$ cat src/rtl/maxpool_rstl_streamer.sv
// Streams the pooled-result memory to the dense stage: sequenced reads, offset add, 2-deep skid FIFO.
// Define MAXPOOL_STREAM_SAT_EN to clamp the offset sum instead of wrapping it.
module maxpool_rstl_streamer #(
  parameter int NUM_WORDS = 507,
  parameter int ADDR_W    = 10,
  parameter int DATA_W    = 8,
  parameter int OFFSET    = 1
) (
  input  logic              clk,
  input  logic              rst,
  input  logic              start,
  output logic              busy,
  output logic              done,
  output logic              mem_ren,
  output logic [ADDR_W-1:0] mem_radd,
  input  logic [DATA_W-1:0] mem_rdata,
  output logic [DATA_W-1:0] out_data,
  output logic              out_valid,
  input  logic              out_ready,
  output logic              out_last
);

  typedef enum logic [1:0] {ST_IDLE, ST_READ, ST_DRAIN} state_t;

  localparam logic [ADDR_W-1:0]        LAST_ADDR = ADDR_W'(NUM_WORDS - 1);
  localparam logic signed [DATA_W:0]   OFF_EXT   = (DATA_W + 1)'(OFFSET);

  state_t              state_q, state_d;
  logic [ADDR_W-1:0]   addr_q, addr_d;
  logic                done_q, done_d;
  logic                inflight_q;
  logic                inflight_last_q;
  logic [DATA_W-1:0]   fifo_data_q [2];
  logic                fifo_last_q [2];
  logic                rd_ptr_q, wr_ptr_q;
  logic [1:0]          count_q, count_d;

  logic                pop;
  logic                issue;
  logic [2:0]          occ_after;
  logic signed [DATA_W:0] sum_ext;
  logic [DATA_W-1:0]   word_adj;

  assign out_valid = (count_q != 2'd0);
  assign out_data  = fifo_data_q[rd_ptr_q];
  assign out_last  = fifo_last_q[rd_ptr_q];
  assign pop       = out_valid & out_ready;

  // Occupancy once this cycle settles: buffered words plus the read still returning, minus the pop.
  assign occ_after = {1'b0, count_q} + {2'b00, inflight_q} - {2'b00, pop};
  assign issue     = (state_q == ST_READ) && (occ_after < 3'd2);
  assign count_d   = count_q + {1'b0, inflight_q} - {1'b0, pop};

  assign mem_ren  = issue;
  assign mem_radd = addr_q;
  assign busy     = (state_q != ST_IDLE);
  assign done     = done_q;

  assign sum_ext = $signed({mem_rdata[DATA_W-1], mem_rdata}) + OFF_EXT;

  always_comb begin
    word_adj = sum_ext[DATA_W-1:0];
`ifdef MAXPOOL_STREAM_SAT_EN
    if (sum_ext[DATA_W] != sum_ext[DATA_W-1]) begin
      word_adj = sum_ext[DATA_W] ? {1'b1, {(DATA_W-1){1'b0}}} : {1'b0, {(DATA_W-1){1'b1}}};
    end
`endif
  end

  always_comb begin
    state_d = state_q;
    addr_d  = addr_q;
    done_d  = 1'b0;
    case (state_q)
      ST_IDLE: begin
        if (start) begin
          state_d = ST_READ;
          addr_d  = '0;
        end
      end
      ST_READ: begin
        if (issue) begin
          if (addr_q == LAST_ADDR) state_d = ST_DRAIN;
          else                     addr_d  = addr_q + 1'b1;
        end
      end
      ST_DRAIN: begin
        // Nothing buffered or returning after this cycle means the last beat has gone.
        if (occ_after == 3'd0) begin
          state_d = ST_IDLE;
          done_d  = 1'b1;
        end
      end
      default: state_d = ST_IDLE;
    endcase
  end

  always_ff @(posedge clk or posedge rst) begin
    if (rst) begin
      state_q <= ST_IDLE;
      addr_q  <= '0;
      done_q  <= 1'b0;
    end else begin
      state_q <= state_d;
      addr_q  <= addr_d;
      done_q  <= done_d;
    end
  end

  always_ff @(posedge clk or posedge rst) begin
    if (rst) begin
      inflight_q      <= 1'b0;
      inflight_last_q <= 1'b0;
      rd_ptr_q        <= 1'b0;
      wr_ptr_q        <= 1'b0;
      count_q         <= 2'd0;
      for (int i = 0; i < 2; i++) begin
        fifo_data_q[i] <= '0;
        fifo_last_q[i] <= 1'b0;
      end
    end else begin
      inflight_q <= issue;
      if (issue) inflight_last_q <= (addr_q == LAST_ADDR);
      if (inflight_q) begin
        fifo_data_q[wr_ptr_q] <= word_adj;
        fifo_last_q[wr_ptr_q] <= inflight_last_q;
        wr_ptr_q              <= ~wr_ptr_q;
      end
      if (pop) rd_ptr_q <= ~rd_ptr_q;
      count_q <= count_d;
    end
  end

endmodule

$ cat config.mk
export PLATFORM = sky130hd
export DESIGN_NAME = maxpool_rstl_streamer
export DESIGN_NICKNAME = d
export VERILOG_FILES = /design/src/rtl/maxpool_rstl_streamer.sv
export SDC_FILE = /design/constraint.sdc
export NUM_CORES = 1
export LEC_CHECK = 0
export ABC_AREA = 1
export CORE_UTILIZATION = 31
export CTS_BUF_LIST = sky130_fd_sc_hd__clkbuf_2 sky130_fd_sc_hd__clkbuf_4 sky130_fd_sc_hd__clkbuf_8
export DETAILED_ROUTE_END_ITERATION = 16
export GPL_ROUTABILITY_DRIVEN = 0
export PLACE_DENSITY = 0.61
export SLEW_MARGIN = 30
export SYNTH_ARGS = -nofsm -noshare
export SYNTH_HDL_FRONTEND = slang
export SYNTH_SLANG_ARGS = --single-unit
$ cat constraint.sdc
create_clock -name clk -period 10.28 [get_ports clk]
set_input_delay 3.084 -clock clk [delete_from_list [all_inputs] [get_ports clk]]
set_output_delay 3.084 -clock clk [all_outputs]
set_load 0.01 [all_outputs]
==> impl_metrics.tcl, run 1 <==
set metrics [dict create \
    crit_top_cell "inv_1" \
    cts_setup_buffers 0 \
    dp_hpwl_um 3020 \
    vias 1722 \
    diodes 0 \
    rows 28 \
    drt_iter0_drc 104 \
    cp_cell_sequence "clkdlybuf4s50_1 > nand2_1 > inv_1 > ha_1 > inv_1 > ha_1 > fa_1 > inv_1 > nand3_1 > inv_1 > nand2_1 > inv_1 > clkdlybuf4s50_1" \
    ys_seq_area_frac 0.462 \
    instances_no_fill 372 \
    slowest_stage "clkdlybuf4s50_1" \
    syn_nets 275 \
    die_h_um 82.4 \
    cp.required_ns 7.20 \
    finalHoldViolations 0 \
    die_area_sq_um 6790 \
    numPortBuffers 34 \
    clk_path_buf_depth 2 \
    relSlewSlack 0.639 \
    maxCapViolCount 0 \
    final_cell_mix "nand2_1 (90), dfrtp_1 (37), clkdlybuf4s50_1 (34)" \
    cts_resized 0 \
    min_period_ns 8.67 \
    worst_slew_pin_slew_ns 0.541 \
    min_period_over_period 0.844 \
    layout_commonest_cell "nand2_1" \
    syn2layout_area_growth_pct 26.8 \
    grt_pass1_wl_um 7250 \
    final_core_util 0.419 \
    synth.cell_area_sq_um 2000 \
    die-width_um 82.4 \
    core-area_sq_um 6060 \
    ys_ff_latch 37 \
    final_nets 314 \
    status "complete, no violations" \
    fin_worst_skew_ns 0.00963 \
    worstSetupPathType "in -> out" \
    p_leak_nw 1.23 \
    setup_tns_ns 0 \
    ant_nets 0 \
    antenna_found_initial 0 \
    cts.htree.levels 2 \
    clkLatencyLatePin_ns 0.30 \
    drc 0 \
    critPathMaxStageDelay_ns 0.53 \
    grt_usage 0.142 \
    totalWireLength_um 4330 \
    ys_warn_count 0 \
    synth_top_area_share 0.462 \
    max_freq_ghz 0.115 \
    hold_ws_ns 0.487 \
    holdBufCountCts 0 \
    slew_viol_final 0 \
    ios 35 \
    powerDensity_nw_per_um2 260 \
    end_kind "output port" \
    rsz0062_at_grt "no" \
    tritoncts "done" \
    cts_sinks 37 \
    setup_viol 0 \
    place_inst 364 \
    min-delay-path-class "reg -> reg" \
    arrival_ns 5.59 \
    startpoint_type "input pin" \
    yosysTopAreaCell "dfrtp_1" \
    clk_pin_slew_ns 0.08 \
    worstPathMaxFanout 4 \
    wl_per_cell_um 11.6 \
    cts_buffers 5 \
    synth_area_leaders "dfrtp_1 (46%), nand2_1 (17%), inv_1 (4.5%)" \
    cts-root-buf "clkbuf_8" \
    drive_gt1_frac 0.104 \
    viasPerCell 4.63 \
    grt_max_degree 38 \
    peakVddDrop_mv 0.155 \
    syn_avg_cell_area_sq_um 7.80 \
    initial_core_util 0.331 \
    grt-ovfl-total 0 \
    synth_cells 257 \
    drt_pass1_iterations 4 \
    yosysUniqueCellTypes 29 \
    grt_pass1_vias 1627 \
    reg2reg_slack_ns 7.73 \
]
==> area by class of cell <==
cell class	count	area [sq um]
clock buffers	5	68.8
flip-flops and latches	37	926
well taps	75	93.8
multi-input cells	186	942
clock inverters	3	46.3
fillers	611	3520
repair buffers	35	348
inverters	31	116
==> path summary, 6_finish.rpt <==
kind | to | startpoint | depth (start not counted)
min in group asynchronous | fifo_data_q[13] | rst | 3
hold / removal | fifo_data_q[2] | fifo_data_q[2] | 2
hold reg to reg | fifo_data_q[2] | fifo_data_q[2] | 2
setup / recovery | mem_ren | out_ready | 13
max in group asynchronous | mem_radd[0] | rst | 3
setup reg to reg | mem_radd[0] | count_q[1] | 14
==> report_power, final <==
group          internal, mW  switching (mW)  total (mW)
Combinational         0.138           0.162       0.301
Sequential            0.194          0.0389       0.233
Clock                0.0726          0.0561       0.129
Total                 0.404           0.257       0.662
==> flip-flops by register name (all words and copies together) (netlist names) <==
signal	count
fifo_data_q	16
mem_radd	10
count_q	2
fifo_last_q	2
state_q	2
done	1
inflight_last_q	1
inflight_q	1
rd_ptr_q	1
wr_ptr_q	1
==> worst max-delay path: cells and delay by family <==
kind / cells / cell delay [ns]
and+or+nand+nor: 3 / 0.32
adders and majority gates: 3 / 0.92
buffers and inverters: 7 / 1.27
==> cells by family after synthesis <==
group                    share of synthesized area
AO/OA/AOI/OAI                               0.0705
adder cells (fa/ha/maj)                     0.0412
flip-flops                                   0.462
buffers and inverters                       0.0680
XOR/XNOR                                    0.0262
multiplexers                                0.0281
AND/OR/NAND/NOR                              0.304
==> stage by stage <==
step	cell area, sq um	worst slack [ns]	power, mW
2_1_floorplan	2000	2.65	0.422
6_report	2540	1.61	0.662
3_5_place_dp	2430	1.59	0.539
3_3_place_gp	2430	1.63	0.533
5_1_grt	2540	1.45	0.723
4_1_cts	2540	1.59	0.672
==> layer usage <==
metal,wire length (um),up-vias,global-route usage
met5,0,-,0
met4,15,0,0.0526
met3,282,2,0.0385
met2,1840,46,0.222
met1,2190,790,0.187
li1,-,884,-
==> cells in the mapped netlist <==
library cell / number
nand4_1: 3
nor2_1: 21
nand3_2: 2
buf_6: 1
o21a_1: 1
clkbuf_1: 1
xor2_1: 2
inv_2: 5
nor2_4: 1
fa_1: 1
mux2_2: 5
o21ai_1: 7
a21oi_2: 1
xnor2_1: 4
nor3_1: 1
inv_1: 24
nand3_1: 16
dfrtp_1: 37
a21oi_1: 3
nand2_2: 2
ha_1: 5
nand2_1: 90
nor3b_1: 1
o21bai_1: 1
nor2_2: 6
clkinv_1: 2
o21ai_0: 12
buf_2: 1
a21o_1: 1
Note: power is estimated with default switching activity, not from simulation.
==> run 2, diff against run 1 <==
--- a/config.mk
+++ b/config.mk
@@ -10,7 +10,7 @@
 export CTS_BUF_LIST = sky130_fd_sc_hd__clkbuf_2 sky130_fd_sc_hd__clkbuf_4 sky130_fd_sc_hd__clkbuf_8
 export DETAILED_ROUTE_END_ITERATION = 16
 export GPL_ROUTABILITY_DRIVEN = 0
-export PLACE_DENSITY = 0.61
+export PLACE_DENSITY = 0.62
 export SLEW_MARGIN = 30
 export SYNTH_ARGS = -nofsm -noshare
 export SYNTH_HDL_FRONTEND = slang
==> constraint.sdc (replaced) <==
create_clock -name clk -period 7.4 [get_ports clk]
set_input_delay 2.22 -clock clk [delete_from_list [all_inputs] [get_ports clk]]
set_output_delay 2.22 -clock clk [all_outputs]
set_load 0.01 [all_outputs]
==> impl_metrics.tcl, run 2 (synthesis results as in run 1) <==
set metrics [dict create \
    status "complete, no violations" \
    drt_iter0_drc 81 \
    post_dp_cell_area_sq_um 2430 \
    die-width_um 82.4 \
    initial_core_util 0.331 \
    setup_viol 0 \
    peakVddDrop_mv 0.159 \
    rsz0062_at_grt "no" \
    viasPerCell 4.55 \
    rows 28 \
    cts_buffers 5 \
    diodes 0 \
    regArea_sq_um 926 \
    hold_ws_ns 0.484 \
    ant_nets 0 \
    multiInputGateArea_sq_um 942 \
    startpoint_type "input pin" \
    arrival_ns 4.76 \
    core-area_sq_um 6060 \
    drive_gt1_frac 0.104 \
    holdBufCountCts 0 \
    powerDensity_nw_per_um2 363 \
    grt_pass1_wl_um 7580 \
    drt_pass1_iterations 4 \
    min-delay-path-class "reg -> reg" \
    grt_pass1_vias 1623 \
    clkLatencyLatePin_ns 0.29 \
    antenna_found_initial 0 \
    clk_pin_slew_ns 0.08 \
    finalHoldViolations 0 \
    max_freq_ghz 0.143 \
    largest_register_ffs 16 \
    clk_path_buf_depth 2 \
    min_period_ns 6.98 \
    instances_no_fill 372 \
    die_h_um 82.4 \
    grt_usage 0.147 \
    worstPathMaxFanout 4 \
    cp.required_ns 5.18 \
    maxCapViolCount 0 \
    end_kind "output port" \
    layout_commonest_cell "nand2_1" \
    grt-ovfl-total 0 \
    numPortBuffers 34 \
    final_nets 314 \
    vias 1691 \
    cts.htree.levels 2 \
    place_inst 364 \
    p_leak_nw 1.23 \
    fin_worst_skew_ns 0.0126 \
    ios 35 \
    worstSetupPathType "in -> out" \
    grt_max_degree 38 \
    setup_tns_ns 0 \
    slew_viol_final 0 \
    relSlewSlack 0.658 \
    cts_resized 0 \
    syn2layout_area_growth_pct 27.0 \
    final_cell_mix "nand2_1 (90), dfrtp_1 (37), clkdlybuf4s50_1 (34)" \
    cts-root-buf "clkbuf_8" \
    cts_sinks 37 \
    die_area_sq_um 6790 \
    tritoncts "done" \
    final_area_sq_um 2550 \
    reg2reg_slack_ns 4.81 \
    wl_per_cell_um 11.3 \
    totalWireLength_um 4220 \
    cts_setup_buffers 0 \
    fillers 626 \
    worst_slew_pin_slew_ns 0.513 \
    max_flop_register "fifo_data_q" \
    drc 0 \
    dp_hpwl_um 3010 \
    min_period_over_period 0.943 \
]
run 2: cell types whose count changed in the layout (fill, tap and decap cells not counted), sizes merged:
cell / before / now
clkbuf: 5 / 6
clkinv: 3 / 2
run 2: power by group:
| group | total [mW] | switching (mW) | internal [mW] | leakage [nW] |
|---|---|---|---|---|
| clock network | 0.184 | 0.0741 | 0.110 | 0.0574 |
| registers | 0.323 | 0.0537 | 0.269 | 0.474 |
| logic | 0.417 | 0.225 | 0.192 | 0.703 |
| total | 0.924 | 0.353 | 0.571 | 1.23 |
run 2: worst paths after layout:
path / from / to / cells after the start
max in group asynchronous: rst / done / 3
max reg2reg: count_q[1] / mem_radd[3] / 14
min: fifo_data_q[6] / fifo_data_q[6] / 2
max: out_ready / mem_ren / 13
min in group asynchronous: rst / fifo_last_q[1] / 3
min reg2reg: fifo_data_q[6] / fifo_data_q[6] / 2
run 2: layer usage:
metal / global-route usage / up-vias / wire length [um]
met3: 0.0385 / 6 / 201
met1: 0.197 / 769 / 2110
li1: - / 887 / -
met4: 0.0368 / 0 / 42
met2: 0.234 / 29 / 1860
met5: 0 / - / 0
run 2: worst max-delay path, stage by stage:
cell and delay, ns:
clkdlybuf4s50_1 0.40, nand2_1 0.10, inv_1 0.05, ha_1 0.27
inv_1 0.04, ha_1 0.18, fa_1 0.48, inv_1 0.08
nand3_1 0.14, inv_1 0.08, nand2_1 0.09, inv_1 0.10
clkdlybuf4s50_1 0.54
run 2: area by class of cell:
cell class / instances / area share
clock inverter: 2 / 0.0147
tap: 75 / 0.0369
clock buffer: 6 / 0.0324
multi-input combinational: 186 / 0.370
timing repair buffer: 35 / 0.137
inverter: 31 / 0.0457
sequential: 37 / 0.364
run 2: through the flow:
stage	worst slack (ns)	total power, mW	util
after floorplan	1.49	0.586	-
after global placement	0.494	0.741	0.400
after detailed placement	0.430	0.749	0.400
after CTS	0.426	0.938	0.420
after global routing	0.269	1.01	0.420
final	0.420	0.924	0.420
==> run 3, diff against run 2 <==
--- a/config.mk
+++ b/config.mk
@@ -10,7 +10,8 @@
 export CTS_BUF_LIST = sky130_fd_sc_hd__clkbuf_2 sky130_fd_sc_hd__clkbuf_4 sky130_fd_sc_hd__clkbuf_8
 export DETAILED_ROUTE_END_ITERATION = 16
 export GPL_ROUTABILITY_DRIVEN = 0
-export PLACE_DENSITY = 0.62
+export GPL_TIMING_DRIVEN = 0
+export PLACE_DENSITY = 0.61
 export SLEW_MARGIN = 30
 export SYNTH_ARGS = -nofsm -noshare
 export SYNTH_HDL_FRONTEND = slang
==> constraint.sdc (replaced) <==
create_clock -name clk -period 8.4 [get_ports clk]
set_input_delay 2.52 -clock clk [delete_from_list [all_inputs] [get_ports clk]]
set_output_delay 2.52 -clock clk [all_outputs]
set_load 0.01 [all_outputs]
==> impl_metrics.tcl, run 3 (synthesis results as in run 1) <==
set metrics [dict create \
    cts-root-buf "clkbuf_8" \
    core-area_sq_um 6060 \
    viasPerCell 4.52 \
    worst_slew_pin_slew_ns 0.500 \
    drive_gt1_frac 0.113 \
    drt_pass1_iterations 4 \
    hold_depth 2 \
    hold_ws_ns 0.480 \
    syn2layout_area_growth_pct 28.4 \
    rows 28 \
    initial_core_util 0.331 \
    startpoint_type "input pin" \
    cts_resized 0 \
    worstPathBufferInverterCount 7 \
    finalHoldViolations 0 \
    clk_path_buf_depth 2 \
    holdBufCountCts 0 \
    max_flop_register "fifo_data_q" \
    slowest_stage "clkdlybuf4s50_1" \
    fillers 611 \
    crit_top_cell "inv_1" \
    largest_register_ffs 16 \
    cts.htree.levels 2 \
    arrival_ns 5.04 \
    cp_cell_sequence "clkdlybuf4s50_1 > nand2_1 > inv_1 > ha_1 > inv_1 > ha_1 > fa_1 > inv_1 > nand3_1 > inv_1 > nand2_1 > inv_1 > clkdlybuf4s50_1" \
    fin_worst_skew_ns 0.00728 \
    end_kind "output port" \
    peakVddDrop_mv 0.157 \
    worstRegToRegCells 14 \
    slew_viol_final 0 \
    grt_usage 0.150 \
    cts_buffers 5 \
    ios 35 \
    tritoncts "done" \
    layout_commonest_cell "nand2_1" \
    die-width_um 82.4 \
    r2r-start "count_q[1]" \
    vias 1694 \
    cts_setup_buffers 0 \
    post_dp_cell_area_sq_um 2460 \
    clk_pin_slew_ns 0.08 \
    final_nets 317 \
    die_h_um 82.4 \
    relSlewSlack 0.667 \
    status "complete, no violations" \
    setup_tns_ns 0 \
    wl_per_cell_um 11.7 \
    critPathMaxStageDelay_ns 0.53 \
    maxCapViolCount 0 \
    setup_viol 0 \
    min-delay-path-class "reg -> reg" \
    clkLatencyLatePin_ns 0.29 \
    reg2reg_slack_ns 5.84 \
    max_freq_ghz 0.132 \
    worstPathMaxFanout 4 \
    grt-ovfl-total 0 \
    final_cell_mix "nand2_1 (90), dfrtp_1 (37), clkdlybuf4s50_1 (34)" \
    diodes 0 \
    numPortBuffers 34 \
    antenna_found_initial 0 \
    worstSetupPathType "in -> out" \
    r2r_end "mem_radd[0]" \
    totalWireLength_um 4370 \
    powerDensity_nw_per_um2 319 \
    whs_endpoint "fifo_data_q[6]" \
    grt_max_degree 31 \
    hold_start "fifo_data_q[6]" \
    min_period_over_period 0.900 \
    dp_hpwl_um 3090 \
    drt_iter0_drc 51 \
    cp.required_ns 5.88 \
    drc 0 \
    grt_pass1_vias 1669 \
    grt_pass1_wl_um 7620 \
    cts_sinks 37 \
    rsz0062_at_grt "no" \
    path_delay_family "buffers and inverters" \
    p_leak_nw 1.25 \
    die_area_sq_um 6790 \
    final_area_sq_um 2570 \
    ant_nets 0 \
    min_period_ns 7.56 \
]
==> run 3: cell types whose count changed in the layout (fill, tap and decap cells not counted), sizes merged <==
cell,previous run,this run
buf,1,3
clkinv,2,3
==> run 3: how the worst max path moves through the flow <==
stage | start | end | cells past startpoint
4_1_cts | out_ready | mem_ren | 13
5_1_grt | out_ready | mem_ren | 13
3_3_place_gp | out_ready | mem_ren | 13
6_report | out_ready | mem_ren | 13
3_5_place_dp | out_ready | mem_ren | 13
2_1_floorplan | out_ready | mem_ren | 11
==> run 3: worst min-delay path: cells and delay by family (launching register included) <==
kind | cells | cell delay (ns)
and+or+nand+nor | 2 | 0.10
DFF | 1 | 0.35
==> run 3: per-layer routing <==
metal  routed length [um]  part of all wire  track usage  vias to the layer above
met3                  222             0.051       0.0363                        7
met2                 1850              0.42        0.236                       37
li1                     -                 -            -                      891
met4                   51             0.012       0.0474                        0
met1                 2250              0.52        0.203                      759
met5                    0                 0            0                        -
==> run 3: cell type report <==
cell class | count | area, sq um | share of cell area
tap | 75 | 93.8 | 0.0365
clock inverter | 3 | 46.3 | 0.0180
buffer | 3 | 20.0 | 0.00778
inverter | 31 | 116 | 0.0452
clock buffer | 5 | 68.8 | 0.0267
timing repair buffer | 35 | 360 | 0.140
multi-input combinational | 186 | 942 | 0.366
sequential | 37 | 926 | 0.360
==> run 3: power by group <==
| part | switching (mW) | internal, mW |
|---|---|---|
| Combinational | 0.210 | 0.176 |
| Sequential | 0.0402 | 0.237 |
| Clock | 0.0693 | 0.0889 |
==> run 3: through the flow <==
step / std cells / setup WS, ns / power [mW] / util
after floorplan: 257 / 1.89 / 0.516 / -
after global routing: 375 / 0.632 / 0.903 / 0.425
final: 375 / 0.843 / 0.821 / 0.425
after CTS: 375 / 0.827 / 0.835 / 0.425
after detailed placement: 367 / 0.845 / 0.671 / 0.406
after global placement: 366 / 0.831 / 0.664 / 0.402
